### config.mk
export PLATFORM = sky130hd
export DESIGN_NAME = ram_arbiter
export DESIGN_NICKNAME = d
export VERILOG_FILES = /design/src/rtl/ram_arbiter.sv
export SDC_FILE = /design/constraint.sdc
export NUM_CORES = 1
export LEC_CHECK = 0
export BUFFER_PORTS_ARGS = -buffer_cell sky130_fd_sc_hd__buf_2
export CAP_MARGIN = 20
export CORE_MARGIN = 2
export CORE_UTILIZATION = 45
export CTS_BUF_LIST = sky130_fd_sc_hd__clkbuf_4
export DETAILED_ROUTE_END_ITERATION = 7
export PLACE_DENSITY = 0.77
export SYNTH_ARGS = -nofsm -noshare
export SYNTH_HDL_FRONTEND = slang
export SYNTH_SLANG_ARGS = --single-unit
### constraint.sdc
create_clock -name clk -period 2.1 [get_ports clk]
set_input_delay 0.315 -clock clk [delete_from_list [all_inputs] [get_ports clk]]
set_output_delay 0.315 -clock clk [all_outputs]
set_load 0.02 [all_outputs]
### src/rtl/ram_arbiter.sv
// Two-port round-robin arbiter and access sequencer for the 16x4 data RAM.
// Each granted access takes IDLE -> ACCESS -> RESP with all RAM pins driven from flops.
module ram_arbiter #(
  parameter int unsigned ADDR_W = 4,
  parameter int unsigned DATA_W = 4
) (
  input  logic              clk,
  input  logic              rst,
  input  logic              req0,
  input  logic              we0,
  input  logic [ADDR_W-1:0] addr0,
  input  logic [DATA_W-1:0] wdata0,
  output logic              done0,
  output logic [DATA_W-1:0] rdata0,
  input  logic              req1,
  input  logic              we1,
  input  logic [ADDR_W-1:0] addr1,
  input  logic [DATA_W-1:0] wdata1,
  output logic              done1,
  output logic [DATA_W-1:0] rdata1,
  output logic              busy,
  output logic              ram_cs,
  output logic              ram_write_en,
  output logic [ADDR_W-1:0] ram_addr,
  output logic [DATA_W-1:0] ram_wdata,
  input  logic [DATA_W-1:0] ram_rdata
);

  typedef enum logic [1:0] {IDLE, ACCESS, RESP} state_t;

  state_t state;
  logic   last;
  logic   win;

  logic              win_c;
  logic              sel_we_c;
  logic [ADDR_W-1:0] sel_addr_c;
  logic [DATA_W-1:0] sel_wdata_c;

  // Winner pick: a lone requester wins; on contention the port not served last wins.
  always_comb begin
    win_c       = (req0 && req1) ? ~last : req1;
    sel_we_c    = win_c ? we1    : we0;
    sel_addr_c  = win_c ? addr1  : addr0;
    sel_wdata_c = win_c ? wdata1 : wdata0;
  end

  always_ff @(posedge clk or posedge rst) begin
    if (rst) begin
      state        <= IDLE;
      last         <= 1'b1;
      win          <= 1'b0;
      busy         <= 1'b0;
      done0        <= 1'b0;
      done1        <= 1'b0;
      rdata0       <= '0;
      rdata1       <= '0;
      ram_cs       <= 1'b0;
      ram_write_en <= 1'b1;
      ram_addr     <= '0;
      ram_wdata    <= '0;
    end else begin
      done0 <= 1'b0;
      done1 <= 1'b0;
      case (state)
        IDLE: begin
          if (req0 || req1) begin
            win          <= win_c;
            last         <= win_c;
            ram_cs       <= 1'b1;
            ram_write_en <= ~sel_we_c;
            ram_addr     <= sel_addr_c;
            ram_wdata    <= sel_wdata_c;
            busy         <= 1'b1;
            state        <= ACCESS;
          end
        end
        ACCESS: begin
          // write_en high here means a read: capture RAM output at the end of the access.
          if (ram_write_en) begin
            if (win) rdata1 <= ram_rdata;
            else     rdata0 <= ram_rdata;
          end
          if (win) done1 <= 1'b1;
          else     done0 <= 1'b1;
          ram_cs       <= 1'b0;
          ram_write_en <= 1'b1;
          state        <= RESP;
        end
        RESP: begin
          busy  <= 1'b0;
          state <= IDLE;
        end
        default: begin
          busy  <= 1'b0;
          state <= IDLE;
        end
      endcase
    end
  end

endmodule

==> key figures <==
Clock network
  – Sink Count: 25
  – Hold_buf cts: 0
  – Clock Path Buffers: 2
  – Clk pin slew, worst setup/hold paths: 140 ps
  – CTS tree: built
  – Clock Tree Root: clkbuf_4
  – Clk Latency, worst-skew pair: 320 ps
  – TritonCTS Buffers: 3
  – Number of gates resized after cts: 0
  – H-tree levels: 1
  – Setup bufs post-CTS: 0

Floorplanning
  – Die Ht: 52.3 um
  – Row cnt: 17
  – Core area: 2210 sq um
  – Die width: 52.3 um
  – Initial Util: 47.4%
  – Die ar.: 2730 sq um
  – # IOs: 47

Pwr
  – Total power: 2.06 mW
  – Leakage Power: 0.676 nW
  – Clock network power share: 10.9%
  – Internal power: 1.24 mW
  – Cell Pwr Density: 1530 nW/um^2
  – Gate power share: 47.2%
  – Psw: 814 uW
  – Sw frac: 39.5%
  – Seq pwr share: 42.0%
  – Maximum VDD drop: 0.000800 V

Min path
  – HP Class: primary input to async pin

Logic synthesis
  – Mean Syn Cell Area: 14.2 sq um
  – Post-Synthesis Cell Area: 1050 sq um
  – Syn nets: 100
  – Yosys warning total: 0
  – Gate count of the mapped netlist: 74
  – Xor/xnor share of the synthesized area: 0%
  – Main combinational cell family by area after synthesis: multiplexers
  – Compound-cell area share of the yosys netlist: 5.13%
  – Post-synthesis adder-cell area fraction: 0%
  – Mux contribution to synthesized area: 26.8%
  – Register area share after synthesis: 59.9%
  – Synth unique cells: 20
  – Synth Register Bits: 25
  – Simple-Gate Fraction of Synth Area: 5.13%

Critical path
  – Slowest stage delay, CP: 560 ps
  – Critical Path RT: 2310 ps
  – Worst Path Arrival: 1770 ps
  – Crit-path max FO: 10
  – Crit path cell chain: a21bo_2 > mux2_2 > mux2_2
  – Crit Path Class: flop to flop
  – Highest-delay cell along the critical path: dfstp_2
  – Crit start category: flop
  – CP most frequent cell: mux2_2
  – CP Capture Type: flop

Timing
  – Period utilisation layout: 74.3%
  – Tmin final: 1560 ps
  – Final setup viols: 0
  – Normalized max-slew margin: 74.7%
  – Hold_ws: 6.52 ps
  – RSZ-0062 raised after global routing: false
  – Setup ws final: 540 ps
  – Clock Skews: 11.6 ps
  – Slew Viols, Final: 0
  – Hold Vio Cnt, Final: 0
  – FMAX: 641 MHz
  – Worst-margin pin slew: 378 ps
  – Total negative slack: 0 ps

Placed design
  – Final Wtd Congestion: 0.718
  – HPWL Detailed: 1540 um
  – DP Worst Slack: 532 ps
  – PortBufs: 46
  – Placed Instances: 148
  – Placed inst area: 1310 sq um

Detailed routing
  – Residual DRC: 0
  – Initial DRC Count: 5
  – ANT nets after route: 0
  – First drt pass iteration count: 4
  – Vias: 739
  – Routed WL: 1930 um
  – Wl on met1: 810 um
  – Vias per inst: 4.86
  – Routed wl met3: 110 um
  – WL per Instance: 12.7 um
  – Met2 wire length: 999 um
  – Top sig layer: met4

Cells and area
  – Layout cells sized above 1: 65.3%
  – Area grow syn2layout: 28.2%
  – Fin nets: 151
  – Final non-filler cell total: 152
  – ANT cells: 0
  – Design area: 1340 sq um
  – Fin util: 60.7%

Global route
  – Initial antenna violation count: 0
  – First-pass GRT wire length: 2890 um
  – Largest net degree at the start of global routing: 26
  – Vias in the first global route: 638
  – All-Layer GR Usage: 14.7%
  – Total congestion overflow: 0

Job
  – Max-Cap Viols: 0

Status
  – Status: completed
-- metal layers --
| layer | global-route usage, % | up-vias |
|---|---|---|
| li1 | - | 357 |
| met1 | 18.5 | 356 |
| met2 | 24.9 | 24 |
| met3 | 4.29 | 2 |
| met4 | 3.85 | 0 |
| met5 | 0 | - |
-- cells by family after synthesis --
| family | count (synthesis) |
|---|---|
| AOI/OAI and AO/OA | 8 |
| buffers and inverters | 6 |
| DFF | 25 |
| and+or+nand+nor | 10 |
| muxes | 25 |
-- synthesized netlist by cell type --
| library cell | n | share of area, % |
|---|---|---|
| dfrtp_1 | 23 | 55 |
| nand2_1 | 2 | 0.72 |
| nor3b_2 | 1 | 1.2 |
| and2_1 | 1 | 0.60 |
| nor3_1 | 1 | 0.48 |
| nand2b_1 | 1 | 0.60 |
| a21oi_1 | 1 | 0.48 |
| nor2_1 | 3 | 1.1 |
| a31oi_1 | 1 | 0.60 |
| buf_2 | 1 | 0.48 |
| buf_6 | 1 | 1.1 |
| nand3_1 | 1 | 0.48 |
| a21o_1 | 1 | 0.72 |
| a21bo_2 | 1 | 0.95 |
| dfstp_2 | 2 | 5.0 |
| o21ai_0 | 2 | 0.95 |
| inv_1 | 4 | 1.4 |
| o211ai_1 | 1 | 0.72 |
| mux2_2 | 25 | 27 |
| o31ai_1 | 1 | 0.72 |
-- cell usage in the layout, fill, tap and decap left out, types with 2 or more instances in the layout --
cell	instances
buf_4	2
inv_1	4
nand2_1	2
dfstp_2	2
nor2_1	3
clkbuf_4	3
dfrtp_1	23
buf_2	46
mux2_2	25
-- sequential cells by signal, summed over array words and instances (netlist names), 2 cells and up --
signal	count
rdata1	4
state	2
ram_addr	4
ram_wdata	4
rdata0	4
-- worst max-delay path, delay by kind of cell (launching register included) --
kind           cells  cell delay, ps
AO/OA/AOI/OAI      1             280
multiplexers       2             630
flip-flops         1             560
-- layout make-up --
cell class                 instances  area [sq um]
clock buffer                       3          22.5
clock inverter                     1          8.76
fill                             198           868
inverter                           4          15.0
multi-input combinational         43           389
sequential                        25           628
tap                               28          35.0
timing repair buffer              48           245
-- worst paths after layout --
| check | slack [ps] | end | cells past startpoint | from |
|---|---|---|---|---|
| min in group clk | 190 | last | 2 | req0 |
| worst max-delay path | 540 | ram_wdata[0] | 3 | last |
| max in group asynchronous | 1800 | last | 3 | rst |
| worst min-delay path | 7 | rdata0[1] | 3 | rst |
| worst max register to register | 540 | ram_wdata[0] | 3 | last |
| worst min register to register | 500 | ram_cs | 2 | ram_cs |
-- power by group through the flow --
stage | clock network (mW) | logic [mW] | registers (mW)
after CTS | 0.229 | 0.989 | 0.866
after global routing | 0.250 | 1.05 | 0.894
after floorplan | 0 | 0.422 | 1.12
final | 0.223 | 0.970 | 0.864
after detailed placement | 0 | 0.988 | 0.877
after global placement | 0 | 0.961 | 0.861
No activity file was read; power rests on OpenSTA's default activity.
